### src/rtl/fpu_issue_buffer.sv
// Operand issue FIFO and registered result capture around the combinational FPU_32bit add/sub core.
// Optional macro FPU_ISSUE_BYPASS_EN lets a push into an idle buffer skip the FIFO straight into the operand stage.
module fpu_issue_buffer #(
  parameter int SIZE_DATA = 32,
  parameter int NUM_OP    = 2,
  parameter int DEPTH     = 4,
  parameter int TAG_W     = 4
) (
  input  logic                       i_clk,
  input  logic                       i_rst,
  input  logic                       i_valid,
  output logic                       o_ready,
  input  logic [NUM_OP-1:0]          i_alu_op,
  input  logic [SIZE_DATA-1:0]       i_data_a,
  input  logic [SIZE_DATA-1:0]       i_data_b,
  input  logic [TAG_W-1:0]           i_tag,
  output logic                       o_fpu_alu_op,
  output logic [SIZE_DATA-1:0]       o_fpu_data_a,
  output logic [SIZE_DATA-1:0]       o_fpu_data_b,
  input  logic [SIZE_DATA-1:0]       i_fpu_result,
  output logic                       o_valid,
  input  logic                       i_ready,
  output logic [SIZE_DATA-1:0]       o_result,
  output logic [TAG_W-1:0]           o_tag,
  output logic [$clog2(DEPTH):0]     o_count
);

  localparam int PTR_W = $clog2(DEPTH);
  localparam int CNT_W = PTR_W + 1;
  localparam int ENT_W = 1 + 2 * SIZE_DATA + TAG_W;

  logic [ENT_W-1:0] mem [DEPTH];
  logic [PTR_W-1:0] wptr;
  logic [PTR_W-1:0] rptr;
  logic [CNT_W-1:0] count;
  logic [ENT_W-1:0] entry_in;

  logic             vld_p0;
  logic [TAG_W-1:0] tag_p0;

  logic push;
  logic adv_res;
  logic stage_free;
  logic load_op;
  logic bypass;
  logic fifo_wr;

  // Only bit 0 of the op code selects add/sub; the rest is deliberately dropped.
  wire unused_alu_op = &{1'b0, i_alu_op};

  assign entry_in   = {i_alu_op[0], i_data_a, i_data_b, i_tag};
  assign o_ready    = !i_rst && (count < CNT_W'(DEPTH));
  assign push       = i_valid && o_ready;
  assign adv_res    = vld_p0 && (!o_valid || i_ready);
  assign stage_free = !vld_p0 || adv_res;
  assign load_op    = (count != '0) && stage_free;

`ifdef FPU_ISSUE_BYPASS_EN
  assign bypass = push && (count == '0) && stage_free;
`else
  assign bypass = 1'b0;
`endif

  assign fifo_wr = push && !bypass;
  assign o_count = count;

  // FIFO storage and control
  always_ff @(posedge i_clk) begin
    if (fifo_wr) begin
      mem[wptr] <= entry_in;
    end
  end

  always_ff @(posedge i_clk) begin
    if (i_rst) begin
      wptr  <= '0;
      rptr  <= '0;
      count <= '0;
    end else begin
      if (fifo_wr) begin
        wptr <= wptr + 1'b1;
      end
      if (load_op) begin
        rptr <= rptr + 1'b1;
      end
      case ({fifo_wr, load_op})
        2'b10:   count <= count + 1'b1;
        2'b01:   count <= count - 1'b1;
        default: count <= count;
      endcase
    end
  end

  // Operand stage (p0): drives the FPU, holds its value while idle
  always_ff @(posedge i_clk) begin
    if (i_rst) begin
      vld_p0 <= 1'b0;
    end else if (load_op || bypass) begin
      vld_p0 <= 1'b1;
    end else if (adv_res) begin
      vld_p0 <= 1'b0;
    end
  end

  always_ff @(posedge i_clk) begin
    if (i_rst) begin
      o_fpu_alu_op <= 1'b0;
      o_fpu_data_a <= '0;
      o_fpu_data_b <= '0;
      tag_p0       <= '0;
    end else if (load_op) begin
      {o_fpu_alu_op, o_fpu_data_a, o_fpu_data_b, tag_p0} <= mem[rptr];
    end else if (bypass) begin
      {o_fpu_alu_op, o_fpu_data_a, o_fpu_data_b, tag_p0} <= entry_in;
    end
  end

  // Result stage (p1): captures the combinational FPU output
  always_ff @(posedge i_clk) begin
    if (i_rst) begin
      o_valid  <= 1'b0;
      o_result <= '0;
      o_tag    <= '0;
    end else if (adv_res) begin
      o_valid  <= 1'b1;
      o_result <= i_fpu_result;
      o_tag    <= tag_p0;
    end else if (o_valid && i_ready) begin
      o_valid  <= 1'b0;
    end
  end

endmodule

### config.mk
export PLATFORM = sky130hd
export DESIGN_NAME = fpu_issue_buffer
export DESIGN_NICKNAME = d
export VERILOG_FILES = /design/src/rtl/fpu_issue_buffer.sv
export SDC_FILE = /design/constraint.sdc
export NUM_CORES = 1
export LEC_CHECK = 0
export BUFFER_PORTS_ARGS = -buffer_cell sky130_fd_sc_hd__buf_2
export CAP_MARGIN = 40
export CORE_UTILIZATION = 40
export DETAILED_ROUTE_END_ITERATION = 16
export SYNTH_ARGS = -nofsm -noshare
export SYNTH_HDL_FRONTEND = slang
export SYNTH_SLANG_ARGS = --single-unit
### constraint.sdc
create_clock -name i_clk -period 7.7 [get_ports i_clk]
set_input_delay 0.77 -clock i_clk [delete_from_list [all_inputs] [get_ports i_clk]]
set_output_delay 0.77 -clock i_clk [all_outputs]
set_load 0.01 [all_outputs]
==> results of run 1 <==
==> worst min-delay path by stage <==
stage,endpoint,slack (ns),cells past startpoint
floorplan,o_tag[3],0.44,2
global placement,o_fpu_data_a[8],0.46,2
detailed placement,o_fpu_data_b[21],0.46,2
CTS,mem[3][40],0.39,1
global route,mem[3][40],0.41,1
finish,mem[2][64],0.43,1
==> registers in the layout, summed over array words and instances, names as in the netlist, 2 cells and up <==
name / count
mem: 276
o_fpu_data_a: 32
o_fpu_data_b: 32
o_result: 32
o_tag: 4
tag_p0: 4
o_count: 3
rptr: 2
wptr: 2
==> worst max-delay path, stage by stage <==
cell	delay [ns]
buf_4	0.29
nor3b_2	0.57
and2_4	0.62
buf_4	0.61
==> per-stage QoR <==
step | util | hold slack, ns | cells
5_1_grt | 0.485 | 0.413 | 1583
3_3_place_gp | 0.444 | 0.458 | 1501
6_report | 0.485 | 0.432 | 1584
3_5_place_dp | 0.449 | 0.464 | 1508
4_1_cts | 0.485 | 0.393 | 1583
2_1_floorplan | - | 0.440 | 892
==> power breakdown <==
group | internal, mW | leakage (nW) | switching (mW)
clock | 1.09 | 0.617 | 0.789
combinational | 0.659 | 1.98 | 0.900
sequential | 2.51 | 3.44 | 0.157
==> final cells by class <==
class / instances / area [µm²]
inverters: 5 / 18.8
fillers: 3131 / 18300
clock inverters: 14 / 109
well taps: 461 / 577
repair buffers: 229 / 1300
diodes: 1 / 2.50
clock buffers: 61 / 1160
multi-input cells: 423 / 3490
flip-flops and latches: 390 / 10600
==> kinds of logic (layout without fill, tap and decap cells) <==
kind of cell | after synthesis | after routing | share of synthesized area
DFF | 390 | 390 | 0.732
AOI/OAI and AO/OA | 219 | 219 | 0.0770
and+or+nand+nor | 125 | 125 | 0.0459
buffers and inverters | 79 | 309 | 0.0278
muxes | 70 | 70 | 0.110
adders and majority gates | 6 | 6 | 0.00572
xor gates and xnor gates | 3 | 3 | 0.00182
other | 0 | 1 | 0
==> metal layers <==
| layer | wire (µm) | global-route usage |
|---|---|---|
| met5 | 31 | 0 |
| met3 | 2030 | 0.0395 |
| met4 | 703 | 0.0603 |
| met2 | 16300 | 0.306 |
| met1 | 14400 | 0.238 |
==> placed cells by master (no fill, tap or decap), types with 2 or more instances in the layout <==
master and n:
nor2_1 6, clkbuf_8 2, and2_4 4, inv_6 2
clkinv_4 2, mux4_1 5, or3_1 2, buf_16 4
o21ai_0 107, a21oi_1 109, dfxtp_1 112, clkinv_2 3
buf_2 209, buf_4 13, inv_1 5, clkinv_1 4
xnor2_1 2, edfxtp_1 276, nand3_1 103, nand3_2 2
clkbuf_1 16, dfxtp_4 2, mux4_2 64, clkbuf_16 43
buf_8 2, ha_1 5
==> cells in the mapped netlist, types with 5 or more instances <==
cell / n / area share
a21oi_1: 109 / 0.038
buf_1: 6 / 0.0016
buf_2: 21 / 0.0073
buf_6: 9 / 0.0070
clkbuf_1: 36 / 0.0094
dfxtp_1: 114 / 0.16
edfxtp_1: 276 / 0.57
ha_1: 5 / 0.0043
inv_1: 5 / 0.0013
mux4_1: 5 / 0.0091
mux4_2: 64 / 0.10
nand3_1: 103 / 0.036
nor2_1: 6 / 0.0016
o21ai_0: 107 / 0.037
==> run_results.csv, run 1 <==
group,metric,value,unit
outcome,status,"finished, final reports clean",
logic_synthesis,syn_area,14400,µm²
floorplanning,die_height,192,µm
power,leakage,6.04,nW
routing,vias,8520,
worst_hold_path,hold_start,"i_data_a[28]",
clock_tree,cts_resized,0,
logic_synthesis,syn-num-nets,1004,
global_routing,grtUsageTotal,0.184,
sta,finalCriticalPeriod,2.79,ns
power,finalPower,6.11,mW
logic_synthesis,ys_async_sr_fraction,0,
clock_tree,clk_pin_slew_worst_paths,0.06,ns
finish,num-nets-final,1202,
floorplanning,initial_utilization,0.406,
finish,drive_gt1_frac,0.323,
power,powerDensity,354,nW/µm²
sta,worst_pin_slew,0.857,ns
clock_tree,clock-sinks,390,
setup_path,critPathRequiredTime,7.87,ns
finish,areaGrowthSynthToFinish,19.4,%
logic_synthesis,yosysWarningCount,0,
logic_synthesis,netlist_instances,892,
logic_synthesis,ys.flop_type,"edfxtp_1",
power,ir_drop,0.222,mV
placed_design,port_buffers,210,
placed_design,pre_cts_ws,4.28,ns
sta,setup_ws,4.91,ns
sta,maxSlewHeadroom,0.429,
placed_design,hpwl,18.8,mm
setup_path,worstReg2RegEnd,"mem[3][57]",
routing,dr.pass1.iters,4,
setup_path,ff2ff_setup_slack,5.11,ns
clock_tree,cts_setup_buffers,0,
placed_design,place.gp.congestion,0.685,
routing,postRouteWirelength,33.5,mm
routing,drc,0,
sta,rsz0062_at_grt,"no",
clock_tree,clock_path_buffers,3,
run,maxCapViolations,0,
routing,wl_per_cell,21.1,µm
clock_tree,insertion_delay,0.55,ns
finish,design_area,17200,µm²
setup_path,rr_worst_depth,3,
global_routing,antenna_found_initial,3,
setup_path,worstReg2RegStart,"o_count[2]",
floorplanning,io_pins,212,
sta,finClkSkew,0.0211,ns
worst_hold_path,min_path_type,"input pin to flop",
setup_path,critPathLaunch,"i_rst",
setup_path,worstPathArrival,2.95,ns
routing,antenna_left,0,
sta,tns,0,ns
routing,drt_iter0_markers,370,
setup_path,worst_setup_path_end_kind,"flop",
sta,report.final.setup_viol,0,
clock_tree,cts.hold.buffers_added,0,
logic_synthesis,synth_edf_count,276,
global_routing,gr-total-overflow,0,
sta,min_period_over_period,0.362,
global_routing,grt_pass1_vias,8592,
floorplanning,dieArea,36900,µm²
floorplanning,core_area,35600,µm²
logic_synthesis,synth_seq_area_share,0.732,
global_routing,grt_pass1_wl,50.4,mm
clock_tree,cts_max_level,2,
logic_synthesis,synth_cell_types,33,
clock_tree,cts_tree,"yes",
setup_path,crit_type,"input pin to flop",
sta,max_freq,359,MHz
setup_path,cp-endpoint,"mem[3][57]",
placed_design,placed_area,16000,µm²
clock_tree,root_buffer,"clkbuf_16",
setup_path,critPathMaxFanout,54,
logic_synthesis,ys_ff_latch,390,
clock_tree,cts_buffers,41,
sta,slew_violations,0,
floorplanning,die_w,192,µm
sta,hold_viol,0,
floorplanning,rows,69,
setup_path,start_kind,"input pin",
routing,vias_per_cell,5.38,
global_routing,grt_start_max_net_pins,65,
logic_synthesis,synth.avg_cell_area,16.2,µm²
Power figures use the tool's default switching activity.
==> run 2: changes to the inputs <==
- clock period: 7.7 -> 2.6 ns (I/O delays scaled with it)
==> run_results.csv, run 2 (synthesis results as in run 1) <==
group,metric,value,unit
outcome,status,"finished, final reports clean",
sta,hold_viol,0,
finish,areaGrowthSynthToFinish,28.2,%
setup_path,crit_type,"flop to flop",
placed_design,port_buffers,210,
setup_path,critPathRequiredTime,3.07,ns
finish,layout_commonest_cell,"edfxtp_1",
clock_tree,clock-sinks,390,
power,powerDensity,1020,nW/µm²
routing,antenna_left,0,
finish,finalNonFillerCells,1695,
setup_path,worstReg2RegEnd,"o_count[2]",
finish,largest_reg_flops,276,
floorplanning,die_height,192,µm
sta,rsz0062_at_grt,"no",
global_routing,grt_start_max_net_pins,73,
clock_tree,cts_tree,"yes",
floorplanning,rows,69,
placed_design,pre_cts_ws,0.611,ns
sta,report.final.setup_viol,0,
finish,drive_gt1_frac,0.310,
routing,wl_met1,14.8,mm
sta,min_period_over_period,0.770,
routing,vias_per_cell,5.26,
routing,vias,8913,
setup_path,start_kind,"flop",
sta,setup_ws,0.599,ns
power,ir_drop,0.804,mV
routing,drc,0,
setup_path,ff2ff_setup_slack,0.60,ns
global_routing,antenna_found_initial,3,
sta,tns,0,ns
setup_path,rr_worst_depth,7,
setup_path,worst_setup_path_end_kind,"flop",
routing,wl_met3,2.22,mm
clock_tree,cts_resized,0,
clock_tree,clock_path_buffers,3,
clock_tree,root_buffer,"clkbuf_16",
worst_hold_path,hold_start,"i_fpu_result[7]",
sta,slew_violations,0,
clock_tree,insertion_delay,0.53,ns
worst_hold_path,hold_depth,3,
floorplanning,die_w,192,µm
finish,layout_common_cells,"edfxtp_1, buf_2, dfxtp_1",
sta,maxSlewHeadroom,0.416,
clock_tree,clk_pin_slew_worst_paths,0.06,ns
floorplanning,dieArea,36900,µm²
global_routing,grt_pass1_wl,51.3,mm
sta,finClkSkew,0.00963,ns
clock_tree,cts_buffers,42,
clock_tree,cts_max_level,2,
finish,top_register,"mem",
worst_hold_path,holdPathEnd,"o_result[7]",
power,leakage,6.60,nW
global_routing,gr-total-overflow,0,
floorplanning,io_pins,212,
setup_path,worstPathArrival,2.47,ns
sta,max_freq,500,MHz
placed_design,dp_cells,1519,
worst_hold_path,min_path_type,"input pin to flop",
routing,dr.pass1.iters,5,
placed_design,hpwl,18.7,mm
floorplanning,initial_utilization,0.406,
sta,finalCriticalPeriod,2.00,ns
run,maxCapViolations,0,
routing,postRouteWirelength,34.2,mm
routing,wl_per_cell,20.2,µm
floorplanning,core_area,35600,µm²
routing,drt_iter0_markers,482,
setup_path,critPathMaxFanout,7,
global_routing,grt_pass1_vias,8982,
setup_path,worstReg2RegStart,"o_count[2]",
routing,dr.max_layer_used,"met5",
sta,worst_pin_slew,0.877,ns
placed_design,place.gp.congestion,0.705,
global_routing,grtUsageTotal,0.184,
routing,dr_wl_met2,16.6,mm
finish,num-nets-final,1309,
==> run 2: changes by cell type in the layout (fill, tap and decap cells not counted), moves of 2 or more <==
cell,change
dlygate4sd3_1,+95
diode_2,+2
clkbuf_1,-6
clkbuf_8,+5
clkbuf_16,+4
inv_6,-2
clkinv_4,-2
bufinv_16,+2
buf_4,+6
buf_16,-3
buf_12,+9
==> run 2: worst max path at each step <==
stage / from / to / depth (start not counted)
floorplan: o_count[2] / mem[0][0] / 2
global placement: i_ready / o_count[2] / 8
detailed placement: o_count[2] / o_count[2] / 7
CTS: o_count[2] / o_count[2] / 7
global route: o_count[2] / o_count[2] / 7
finish: o_count[2] / o_count[2] / 7
==> run 2: layer usage <==
layer  track usage  vias to the layer above
met5             0                        -
met1         0.242                     4519
met3        0.0444                       43
met4        0.0491                        2
li1              -                     4095
met2         0.306                      254
==> run 2: critical path: stages (launching register included) <==
cell and delay [ns]:
dfxtp_1 0.40, nor3_4 0.23, nor2_1 0.09, ha_1 0.24
fa_1 0.38, xnor2_1 0.15, or3_1 0.31, a21oi_1 0.14
==> run 2: repair_timing <==
item                                   CTS  global route
buffers inserted                         0             0
endpoints found under the hold margin  302             0
hold buffers                            95             0
==> run 2: where the power goes <==
group / switching (mW) / total (mW) / leakage, nW / internal (mW)
clock network: 2.38 / 6.16 / 0.710 / 3.78
logic: 2.75 / 4.80 / 2.44 / 2.05
registers: 0.422 / 7.86 / 3.44 / 7.44
==> run 2: through the flow <==
stage,cell area (µm²),utilization,hold slack (ns),power [mW]
floorplan,14400,-,0.359,11.1
global placement,16000,0.451,0.457,12.7
detailed placement,16100,0.452,0.464,12.8
CTS,18500,0.520,0.00123,19.1
global route,18500,0.520,0.0245,19.8
finish,18500,0.520,0.0227,18.8
==> run 2: cell type report <==
type	instances	area, µm²
Fill cell	2950	17100
Sequential cell	390	10600
Multi-Input combinational cell	423	3490
Timing Repair Buffer	335	2380
Clock buffer	65	1320
Tap cell	461	577
Clock inverter	13	140
Inverter	5	18.8
Antenna cell	3	7.51
==> run 3: changes to the inputs <==
- clock period: 2.6 -> 1.9 ns (I/O delays scaled with it)
==> run_results.csv, run 3 (synthesis results as in run 1) <==
group,metric,value,unit
sta,worst_pin_slew,0.838,ns
setup_path,worstPathArrival,2.30,ns
setup_path,ff2ff_setup_slack,0.06,ns
clock_tree,root_buffer,"clkbuf_16",
clock_tree,insertion_delay,0.55,ns
finish,regArea,10600,µm²
routing,drt_iter0_markers,468,
setup_path,rr_worst_depth,7,
run,maxCapViolations,0,
placed_design,dp_cells,1531,
clock_tree,clock_path_buffers,3,
floorplanning,core_area,35600,µm²
routing,antenna_left,0,
finish,top_register,"mem",
finish,areaGrowthSynthToFinish,29.7,%
routing,vias_per_cell,5.23,
sta,report.final.setup_viol,0,
clock_tree,clock-sinks,390,
setup_path,worstReg2RegEnd,"o_count[2]",
sta,rsz0062_at_grt,"yes",
clock_tree,cts_tree,"yes",
finish,fillCellCount,2955,
sta,max_freq,542,MHz
setup_path,critPathMaxFanout,6,
floorplanning,initial_utilization,0.406,
sta,min_period_over_period,0.970,
sta,finalCriticalPeriod,1.84,ns
floorplanning,die_height,192,µm
finish,multi_input_area,3500,µm²
sta,maxSlewHeadroom,0.441,
finish,layout_commonest_cell,"edfxtp_1",
power,p_sw_frac,0.293,
setup_path,cp-endpoint,"o_count[2]",
routing,vias,8964,
power,combPwrFrac,0.262,
outcome,status,"finished, final reports clean",
setup_path,worstReg2RegStart,"o_count[2]",
finish,layout_common_cells,"edfxtp_1, buf_2, a21oi_1",
finish,design_area,18700,µm²
clock_tree,clk_pin_slew_worst_paths,0.06,ns
worst_hold_path,min_path_type,"input pin to flop",
global_routing,antenna_found_initial,2,
global_routing,grtUsageTotal,0.181,
placed_design,hpwl,18.8,mm
power,ir_drop,0.906,mV
clock_tree,cts_buffers,42,
setup_path,critPathRequiredTime,2.36,ns
setup_path,start_kind,"flop",
power,power_frac_seq,0.418,
clock_tree,cts_max_level,2,
placed_design,place.gp.congestion,0.695,
power,leakage,6.69,nW
floorplanning,rows,69,
floorplanning,io_pins,212,
global_routing,gr-total-overflow,0,
sta,slew_violations,0,
global_routing,grt_pass1_wl,50.8,mm
power,power_frac_clock,0.320,
power,powerDensity,1370,nW/µm²
routing,wl_per_cell,19.4,µm
finish,drive_gt1_frac,0.319,
floorplanning,die_w,192,µm
power,internal-power,18.1,mW
routing,postRouteWirelength,33.3,mm
finish,fin_util,0.527,
routing,drc,0,
placed_design,placed_area,16300,µm²
setup_path,critPathLaunch,"o_count[2]",
setup_path,crit_type,"flop to flop",
finish,largest_reg_flops,276,
global_routing,grt_pass1_vias,9234,
routing,dr.pass1.iters,4,
sta,finClkSkew,0.0274,ns
floorplanning,dieArea,36900,µm²
global_routing,grt_start_max_net_pins,117,
placed_design,port_buffers,210,
power,switchingPower,7.51,mW
sta,hold_viol,0,
finish,finalNonFillerCells,1715,
setup_path,worst_setup_path_end_kind,"flop",
finish,num-nets-final,1330,
==> run 3: how the worst min path moves through the flow <==
stage               slack, ns    endpoint  depth (start not counted)         from
floorplan                0.29   mem[0][0]                          0     i_tag[0]
global placement         0.40  mem[3][36]                          1  i_data_a[0]
detailed placement       0.41  mem[3][41]                          1  i_data_a[5]
CTS                      0.15     wptr[1]                          5        i_rst
finish                   0.24     o_valid                          4      i_ready
global route             0.27     o_valid                          4      i_ready
==> run 3: layer usage <==
| metal | track usage | routed length (µm) | up-vias |
|---|---|---|---|
| met5 | 0 | 0 | - |
| met3 | 0.0429 | 2090 | 49 |
| met1 | 0.227 | 14200 | 4531 |
| met4 | 0.0469 | 562 | 0 |
| li1 | - | - | 4151 |
| met2 | 0.313 | 16500 | 233 |
==> run 3: worst max-delay path, cell delays in order (launching register included) <==
cell	delay, ns
dfxtp_4	0.38
nor3b_4	0.20
inv_1	0.08
ha_2	0.20
fa_2	0.33
xnor2_1	0.14
or3_1	0.30
a21oi_1	0.13
==> run 3: power groups by stage <==
stage                     Sequential, mW  Clock (mW)  Combinational (mW)
after CTS                           10.7        8.42                6.79
after detailed placement            10.9           0                6.59
after global placement              10.9           0                6.53
after floorplan                     11.1           0                4.05
final                               10.7        8.18                6.70
after global routing                10.8        8.73                7.36
==> run 3: cell type report <==
class / instances / share of cell area
Sequential cell: 390 / 0.565
Multi-Input combinational cell: 423 / 0.187
Timing Repair Buffer: 356 / 0.140
Clock buffer: 64 / 0.0666
Tap cell: 461 / 0.0308
Clock inverter: 14 / 0.00888
Inverter: 5 / 0.00100
Antenna cell: 2 / 0.000267
==> run 3: stage by stage <==
stage,power (mW),setup WS (ns),TNS (ns),hold WS [ns]
6_report,25.6,0.0565,0,0.244
2_1_floorplan,15.2,-0.115,-31.71,0.289
3_3_place_gp,17.4,0.0711,0,0.404
4_1_cts,25.9,0.0479,0,0.149
3_5_place_dp,17.5,0.0696,0,0.406
5_1_grt,26.9,-0.0372,-0.0858,0.266
==> run 3: timing repair <==
item	4_1_cts	5_1_grt
endpoints found under the hold margin	308	0
setup buffers	0	3
resized for setup	0	2
hold buffers	101	0
endpoints found under the setup margin	0	1
